## src/rtl/regfile_pkg.sv

```systemverilog
// Shared constants and types for the register-file write arbiter.
// Covers data/select widths, register count, and the requester identity
// that doubles as the arbiter's last-grant state.
package regfile_pkg;

    localparam int DATA_W = 8;
    localparam int ADDR_W = 2;
    localparam int NREG   = 1 << ADDR_W;

    // Identifies a writeback source; the arbiter state stores the most
    // recent winner using the same encoding.
    typedef enum logic {
        REQ_ALU = 1'b0,
        REQ_MEM = 1'b1
    } req_id_t;

    // One-hot mask selecting register idx, used to build the scoreboard
    // set and clear vectors.
    function automatic logic [NREG-1:0] reg_onehot(input logic [ADDR_W-1:0] idx);
        logic [NREG-1:0] mask;
        mask      = '0;
        mask[idx] = 1'b1;
        return mask;
    endfunction

endpackage

```

## src/rtl/rr_arb2.sv

```systemverilog
// Two-way round-robin arbiter between the ALU and load writeback sources.
// Grants are combinational from the requests; the registered state remembers
// which source won last so that a simultaneous request goes to the other one.
module rr_arb2
    import regfile_pkg::*;
(
    input  logic CLK,
    input  logic RST,
    input  logic alu_req_i,
    input  logic mem_req_i,
    output logic alu_gnt_o,
    output logic mem_gnt_o
);

    req_id_t state_q;
    req_id_t state_d;

    // Last-grant register; resets so that the ALU wins the first contention.
    always_ff @(posedge CLK or posedge RST) begin
        // NOTE: sequential state uses non-blocking assignment so every flop
        // samples pre-edge values regardless of block ordering.
        if (RST) begin
            state_q <= REQ_MEM;
        end else begin
            state_q <= state_d;
        end
    end

    // Grant selection and last-grant update.
    always_comb begin
        // NOTE: every output of this block is given a default first, so no
        // path through the case can leave a signal unassigned and infer a latch.
        alu_gnt_o = 1'b0;
        mem_gnt_o = 1'b0;
        state_d   = state_q;

        case ({alu_req_i, mem_req_i})
            2'b10: alu_gnt_o = 1'b1;
            2'b01: mem_gnt_o = 1'b1;
            2'b11: begin
                // Contention: the source that did not win last time goes now.
                if (state_q == REQ_MEM) begin
                    alu_gnt_o = 1'b1;
                end else begin
                    mem_gnt_o = 1'b1;
                end
            end
            default: ;
        endcase

        if (alu_gnt_o) begin
            state_d = REQ_ALU;
        end else if (mem_gnt_o) begin
            state_d = REQ_MEM;
        end
    end

endmodule

```

## src/rtl/regfile_write_arbiter.sv

```systemverilog
// Write-port sequencer for the 4x8-bit register file.
// Arbitrates ALU and load writebacks onto one registered write port, keeps a
// per-register scoreboard of pending writes, stalls issue on RAW/WAW hazards
// and flags writes that land on a register nobody was waiting for.
// Optional macro REGFILE_ARB_BYPASS_EN adds two combinational read-bypass
// muxes that forward the in-flight write to the operand read ports.
module regfile_write_arbiter
    import regfile_pkg::*;
(
    input  logic              CLK,
    input  logic              RST,

    input  logic              alu_valid,
    input  logic [ADDR_W-1:0] alu_dst,
    input  logic [DATA_W-1:0] alu_data,
    output logic              alu_ready,

    input  logic              mem_valid,
    input  logic [ADDR_W-1:0] mem_dst,
    input  logic [DATA_W-1:0] mem_data,
    output logic              mem_ready,

    input  logic              issue_valid,
    input  logic [ADDR_W-1:0] issue_dst,
    input  logic [ADDR_W-1:0] issue_src_a,
    input  logic [ADDR_W-1:0] issue_src_b,
    output logic              issue_stall,

    output logic              rf_write_bit,
    output logic [ADDR_W-1:0] rf_selector_e,
    output logic [DATA_W-1:0] rf_data_in,

`ifdef REGFILE_ARB_BYPASS_EN
    input  logic [ADDR_W-1:0] byp_sel_a,
    input  logic [ADDR_W-1:0] byp_sel_b,
    input  logic [DATA_W-1:0] rd_data_a,
    input  logic [DATA_W-1:0] rd_data_b,
    output logic [DATA_W-1:0] byp_data_a,
    output logic [DATA_W-1:0] byp_data_b,
`endif

    output logic [NREG-1:0]   busy,
    output logic              err_unclaimed
);

    // ------------------------------------------------------------------
    // Arbitration
    // ------------------------------------------------------------------
    logic              alu_gnt;
    logic              mem_gnt;
    logic              gnt_any;
    logic [ADDR_W-1:0] gnt_dst;
    logic [DATA_W-1:0] gnt_data;

    rr_arb2 u_arb (
        .CLK       (CLK),
        .RST       (RST),
        .alu_req_i (alu_valid),
        .mem_req_i (mem_valid),
        .alu_gnt_o (alu_gnt),
        .mem_gnt_o (mem_gnt)
    );

    assign alu_ready = alu_gnt;
    assign mem_ready = mem_gnt;

    // Steer the winning source's destination and data toward the write stage.
    always_comb begin
        gnt_any  = alu_gnt | mem_gnt;
        gnt_dst  = mem_dst;
        gnt_data = mem_data;
        if (alu_gnt) begin
            gnt_dst  = alu_dst;
            gnt_data = alu_data;
        end
    end

    // ------------------------------------------------------------------
    // Registered write stage
    // ------------------------------------------------------------------
    logic              wr_en_q,   wr_en_d;
    logic [ADDR_W-1:0] wr_sel_q,  wr_sel_d;
    logic [DATA_W-1:0] wr_data_q, wr_data_d;

    // Load the granted write; without a grant only the enable drops and the
    // select/data keep their last value.
    always_comb begin
        wr_en_d   = gnt_any;
        wr_sel_d  = wr_sel_q;
        wr_data_d = wr_data_q;
        if (gnt_any) begin
            wr_sel_d  = gnt_dst;
            wr_data_d = gnt_data;
        end
    end

    // Write-stage register; reset discards any write sitting in it.
    always_ff @(posedge CLK or posedge RST) begin
        if (RST) begin
            wr_en_q   <= 1'b0;
            wr_sel_q  <= '0;
            wr_data_q <= '0;
        end else begin
            wr_en_q   <= wr_en_d;
            wr_sel_q  <= wr_sel_d;
            wr_data_q <= wr_data_d;
        end
    end

    assign rf_write_bit  = wr_en_q;
    assign rf_selector_e = wr_sel_q;
    assign rf_data_in    = wr_data_q;

    // ------------------------------------------------------------------
    // Scoreboard and hazard detection
    // ------------------------------------------------------------------
    logic [NREG-1:0] busy_q, busy_d;
    logic [NREG-1:0] set_mask;
    logic [NREG-1:0] clr_mask;
    logic            issue_fire;

    // An instruction stalls if either source is awaiting a write (RAW) or its
    // destination already has a write outstanding (WAW).
    always_comb begin
        issue_stall = issue_valid &
                      (busy_q[issue_src_a] | busy_q[issue_src_b] | busy_q[issue_dst]);
        issue_fire  = issue_valid & ~issue_stall;
    end

    // A committing write frees its register; an issuing instruction claims
    // its destination. Applying the set after the clear lets a same-edge
    // claim survive the commit of an older write to that register.
    always_comb begin
        set_mask = issue_fire ? reg_onehot(issue_dst) : '0;
        clr_mask = wr_en_q    ? reg_onehot(wr_sel_q)  : '0;
        busy_d   = (busy_q & ~clr_mask) | set_mask;
    end

    // Scoreboard register.
    always_ff @(posedge CLK or posedge RST) begin
        if (RST) begin
            busy_q <= '0;
        end else begin
            busy_q <= busy_d;
        end
    end

    assign busy = busy_q;

    // ------------------------------------------------------------------
    // Unclaimed-write error
    // ------------------------------------------------------------------
    logic err_q, err_d;

    // Sticky flag: a granted writeback whose destination has no pending claim
    // means the pipeline wrote a register no instruction was waiting on.
    always_comb begin
        err_d = err_q | (gnt_any & ~busy_q[gnt_dst]);
    end

    // Error flag register; only reset clears it.
    always_ff @(posedge CLK or posedge RST) begin
        if (RST) begin
            err_q <= 1'b0;
        end else begin
            err_q <= err_d;
        end
    end

    assign err_unclaimed = err_q;

`ifdef REGFILE_ARB_BYPASS_EN
    // ------------------------------------------------------------------
    // Read bypass
    // ------------------------------------------------------------------
    // Forward the write currently presented to the register file, since the
    // file itself will only return it after it commits on the next edge.
    always_comb begin
        byp_data_a = rd_data_a;
        byp_data_b = rd_data_b;
        if (wr_en_q && (wr_sel_q == byp_sel_a)) begin
            byp_data_a = wr_data_q;
        end
        if (wr_en_q && (wr_sel_q == byp_sel_b)) begin
            byp_data_b = wr_data_q;
        end
    end
`endif

endmodule
```

## config.mk

```make
export PLATFORM = sky130hd
export DESIGN_NAME = regfile_write_arbiter
export DESIGN_NICKNAME = d
export VERILOG_FILES = /design/src/rtl/regfile_pkg.sv /design/src/rtl/rr_arb2.sv /design/src/rtl/regfile_write_arbiter.sv
export SDC_FILE = /design/constraint.sdc
export NUM_CORES = 1
export LEC_CHECK = 0
export ABC_AREA = 1
export CORE_UTILIZATION = 39
export CTS_BUF_LIST = sky130_fd_sc_hd__clkbuf_16
export CTS_CLUSTER_SIZE = 25
export DETAILED_ROUTE_END_ITERATION = 6
export GPL_TIMING_DRIVEN = 0
export PLACE_DENSITY = 0.83
export SLEW_MARGIN = 20
export SYNTH_ARGS = -nofsm -noshare
export SYNTH_HDL_FRONTEND = slang
export SYNTH_SLANG_ARGS = --single-unit
```

## constraint.sdc

```tcl
create_clock -name CLK -period 1.4 [get_ports CLK]
set_input_delay 0.28 -clock CLK [delete_from_list [all_inputs] [get_ports CLK]]
set_output_delay 0.28 -clock CLK [all_outputs]
set_load 0.005 [all_outputs]
```

==> out/results.txt <==
Each instance of the synthesized netlist takes up on average 7.10 um2. The number of failing setup endpoints in the final timing report came out at 2. The run gives 1.29 ns as the arrival time of the worst setup path. In this run the static leakage power is 0.973 nW.

After detailed routing, the number of vias per cell comes to 5.14. The total overflow reported by the global router came out at 0. Number of max-slew violations in the final report: 0. The run gives 0.00306 ns as the worst setup skew after layout. The final reports fail on setup timing. The tree is rooted in a clkbuf_16. In this run the core area contains 17 standard-cell rows. Overall power consumption after layout is estimated at 2.16 mW. The kind of path behind the tightest hold check is primary input to async pin. The run gives 882 uV as the maximum ir drop on the vdd rail. The clock insertion delay at the later pin of the skew report is 0.25 ns, and the final routed wirelength across all metal layers is 3.54 mm. After detailed routing, the number of remaining DRC violations is 0. The tools report the number of search-and-repair iterations in the first detailed-routing pass as 4.

Setup repair after global routing could not meet its margin everywhere. The pre-CTS worst setup slack came out at -0.748 ns. Adding up every negative setup slack in the final design gives -0.182 ns. The number of instances in the synthesized netlist came out at 137. The sequential element share of the synthesized area is 0.439, and the average routed wire per standard cell is 15.2 um. The via count of the first global-routing pass was 1159. Die height: 51.9 um.

The flip-flop and latch count after synthesis was 17; the count of distinct cell types in the synthesized netlist was 15. The critical path startpoint category was a register. Headroom to the max-slew limit: 0.567. By startpoint and endpoint, the worst setup path is classified as register to output pin.

Entering global routing, the biggest net connects 18 pins. The area growth from synthesis to layout is 87.0%. The worst path in the final design needs a cycle of 1.57 ns, including I/O delays and setup. The synthesized netlist net count was 168; the number of clock buffers inserted by TritonCTS was 3.

Detailed placement finished with a half-perimeter wire length of 2.05 mm. Final critical-path setup slack: -0.175 ns. The die covers 2700 um2. The CTS sink count was 17.

The tools report the number of I/O pins as 50. Yosys attributes the largest share of cell area to dfrtp_1 (41%), nand2_1 (14%), o21ai_0 (7.7%), inv_1 (7.3%), nand3_1 (6.7%). For this run, the post-layout net count is 237. Final weighted congestion in routability-driven placement: 0.799.

The tool flagged a number of max-cap violations equal to 0. Count of vias placed by the detailed router: 1198. Static timing analysis puts the maximum clock frequency at 635 MHz. The logs give 0 for the count of final hold-check violations and 1.12 ns for the critical path data required time.

The Yosys step of the flow raised 0 warnings. The share of the synthesized area in the top cell type was 0.412. Summing all multi-input logic gate instances after layout gives 558 um2.

The initial antenna violation count was 0; the hold slack was 0.420 ns. 0 antenna diodes ended up in the layout. The run gives 427 um2 as the area occupied by registers. Ratio of cells with drive above 1 in the final layout: 0.254. The number of hold buffers added after CTS was 0. Residual antenna-violating net count after detailed routing: 0. The flow ran to the end, but the final reports show violations. The register clock-pin slew on the reported worst setup and hold paths came out at 0.05 ns.

The transition time at the pin with the least slew margin came out at 0.649 ns. TritonCTS built the clock tree. The core region is 2280 um2. The filler cells instantiated in the layout total 154. The floorplan step set the die width to 51.9 um. The logs give 4.84 mm for the first-pass GRT wire length and 0.242 for the global-route total usage across every layer. For the post-synthesis instance area, the log shows 972 um2.

The number of DRC violations after detailed-routing iteration 0 is 33. The worst setup path is captured at an output pin. The maximum fanout encountered on the critical timing path came out at 4. The tools report the initial standard-cell utilization of the core as 0.427. Of all cell types, the one taking the most synthesized area is dfrtp_1. The number of port buffers is 49, and the maximum number of buffers from clock root to sink is 2. The count of H-tree levels built during CTS was 1; the ratio of final minimum period to clock period was 1.12. The power density relative to cell area came out at 1190 nW/um2.
==> cell type report <==
type | instances | share of cell area
clock inverters | 1 | 0.00275
clock buffers | 3 | 0.0413
inverters | 20 | 0.0440
repair buffers | 65 | 0.351
multi-input cells | 99 | 0.307
flip-flops and latches | 17 | 0.235
well taps | 28 | 0.0193
==> metal layers <==
metal  up-vias  global-route usage  wire (um)
li1        578                   -          -
met1       548               0.273       1340
met2        70               0.438       1910
met3         2              0.0556        270
met4         0              0.0811         14
met5         -                   0          0
==> metrics by stage <==
stage               utilization  cell area, um2  cells
floorplan                     -             972    137
global placement          0.658            1500    214
detailed placement        0.658            1500    214
CTS                       0.746            1700    230
global route              0.799            1820    233
finish                    0.799            1820    233
==> kinds of logic (layout without fill, tap and decap cells) <==
logic type / count (synthesis) / in the layout / synth area share
AO/OA/AOI/OAI: 27 / 27 / 0.142
buffers and inverters: 21 / 89 / 0.0888
flip-flops: 17 / 17 / 0.439
AND/OR/NAND/NOR: 72 / 72 / 0.331
==> final timing paths <==
check	from	endpoint	slack [ns]	depth (start not counted)
max in group asynchronous	RST	rf_data_in[7]	0.56	2
worst max register to register	u_arb.state_q	rf_selector_e[0]	0.03	7
worst min register to register	err_unclaimed	err_unclaimed	0.46	2
min in group CLK	err_unclaimed	err_unclaimed	0.46	2
worst max-delay path	busy[1]	issue_stall	-0.17	7
worst min-delay path	RST	rf_selector_e[1]	0.42	2
==> critical path, cell delays in order, from the launching register on <==
cell      delay (ns)
dfrtp_1         0.40
inv_2           0.12
a21oi_2         0.06
nand2_1         0.07
nand2_2         0.07
nor2_4          0.14
a21boi_2        0.06
buf_2           0.12
==> where the power goes <==
group          internal, mW  leakage [nW]  switching (mW)
clock                 0.382        0.0409           0.194
sequential            0.593         0.196          0.0905
combinational         0.452         0.736           0.449
==> cell usage in the layout (no fill, tap or decap), drive strengths merged <==
cell type	count
a21boi	1
a21oi	10
buf	18
clkbuf	5
clkdlybuf4s15	1
clkdlybuf4s50	24
clkinv	1
dfrtp	16
dfstp	1
dlygate4sd2	11
dlymetal6s2s	9
inv	20
nand2	43
nand3	13
nand4	4
nor2	12
o21ai	16
==> synth_stat cells <==
cell type / instances
a21boi_0: 1
nand2_2: 4
o21ai_0: 15
dfstp_2: 1
o21ai_1: 1
a21oi_1: 10
nand2_1: 37
nand4_1: 4
nand2_4: 2
inv_2: 1
nand3_1: 13
dfrtp_1: 16
buf_6: 1
inv_1: 19
nor2_1: 12
==> state kept, by name, indices dropped and copies added, names as in the netlist <==
name           cells
rf_data_in         8
rf_selector_e      2
err_unclaimed      1
busy               4
rf_write_bit       1
u_arb.state_q      1
==> timing repair <==
item,4_1_cts,5_1_grt
endpoints found under the hold margin,0,0
gates resized for setup,48,26
setup endpoints to repair,20,21
buffers inserted,12,4
cloned,0,1
pin swaps,9,3
No activity file was read; power rests on OpenSTA's default activity.
==> RTL change (same flow settings) <==
Set the package constant `DATA_W` to 9 (it was 8).
--- a/src/rtl/regfile_pkg.sv
+++ b/src/rtl/regfile_pkg.sv
@@ -3,7 +3,7 @@
 // that doubles as the arbiter's last-grant state.
 package regfile_pkg;
 
-    localparam int DATA_W = 8;
+    localparam int DATA_W = 9;
     localparam int ADDR_W = 2;
     localparam int NREG   = 1 << ADDR_W;
 
Interface: changed (resized alu_data, mem_data and rf_data_in); port bits go from 50 to 53. The function was not compared with the original's and may differ.
==> RTL change against the unedited design <==
The run still ends with negative setup slack left. Worst setup slack worse by 0.037 ns. Hold slack improved by 0.015 ns. Global-route usage rose by 2.2 points. Synthesized cell count is 5.1% higher. Final area rose by 10%. Area after synthesis grew 5.9%. Wire length is 20% higher. Critical path type unchanged. Critical path depth is the same. Total power increased by 12%. Sequential cell count up 1. Via count is 14% higher. Die area grew 5.7%. Count of clock-buffer cells in the layout unchanged.
==> RTL change: results <==
{
  "status": "complete, but fails checks",
  "violations": "negative setup slack",
  "fillers": 158,
  "drive_above_1_share_pct": 31.9,
  "place_inst": 226,
  "synth_compound_area_share_pct": 14.8,
  "avgRoutedWirePerCell_um": 16.5,
  "p_total_mw": 2.41,
  "r2r_cells": 11,
  "seqPwrFrac_pct": 29.6,
  "leakagePower_nw": 1.07,
  "setup_viol": 7,
  "hold_ws_ns": 0.435,
  "largest_reg_flops": 9,
  "arrival_ns": 1.33,
  "fin_skew_ns": 0.00402,
  "synth_cell_types": 16,
  "r2r_end": "err_unclaimed",
  "grt_pass1_wl_um": 5290,
  "viasPerCell": 5.32,
  "r2r_slack_ns": -0.09,
  "vdd.ir_drop.worst_mv": 1.06,
  "drtIter0Drc": 38,
  "internal_power_mw": 1.59,
  "power_frac_clock_pct": 24.3,
  "setup_ws_ns": -0.212,
  "port-buffer-count": 52,
  "syn-num-nets": 177,
  "fin_setup_tns_ns": -0.534,
  "yosysSeqAreaShare_pct": 43.9,
  "via_count": 1361,
  "gp_congestion": 0.786,
  "fin_nets": 260,
  "crit_fanout": 3
}
==> RTL change: changes by cell type after synthesis <==
cell	unedited run	this run
dfrtp_1	16	17
inv_2	1	2
nand2_2	4	5
nand2_1	37	36
nor2_1	12	13
buf_4	0	1
a21oi_1	10	12
o21ai_0	15	16
==> RTL change: critical path: stages, from the launching register on <==
cell and delay, ns:
dfrtp_1 0.43, inv_2 0.09, nand2_1 0.07, nand3_2 0.08
nand2_2 0.07, nor2_4 0.14, a21boi_1 0.08, buf_2 0.13
==> RTL change: final cells by class <==
cell class	instances	area share (%)
well taps	30	1.87
plain buffers	2	1.12
flip-flops and latches	18	22.5
clock inverters	1	0.187
clock buffers	3	3.74
repair buffers	78	36.9
inverters	21	4.43
multi-input cells	103	29.3
==> RTL change: layer usage <==
layer | vias up | share of wire, % | global-route usage [%] | routed length, µm
li1 | 632 | - | - | -
met4 | 0 | 2.8 | 11.0 | 118
met1 | 637 | 37 | 26.9 | 1560
met2 | 78 | 53 | 49.4 | 2240
met3 | 14 | 7.5 | 6.90 | 316
met5 | - | 0 | 0 | 0
==> RTL change: worst max path at each step <==
| stage | from | endpoint | slack [ns] |
|---|---|---|---|
| 6_report | busy[3] | issue_stall | -0.21 |
| 5_1_grt | busy[1] | issue_stall | -0.26 |
| 4_1_cts | busy[2] | issue_stall | -0.18 |
| 3_5_place_dp | issue_dst[0] | issue_stall | -0.80 |
| 3_3_place_gp | issue_dst[0] | issue_stall | -0.73 |
| 2_1_floorplan | busy[3] | issue_stall | 0.15 |
==> RTL change: timing repair <==
action / 4_1_cts / 5_1_grt
setup buffers: 16 / 10
hold endpoints to repair: 0 / 0
pin swaps: 11 / 12
resized for setup: 47 / 47
setup endpoints to repair: 12 / 24
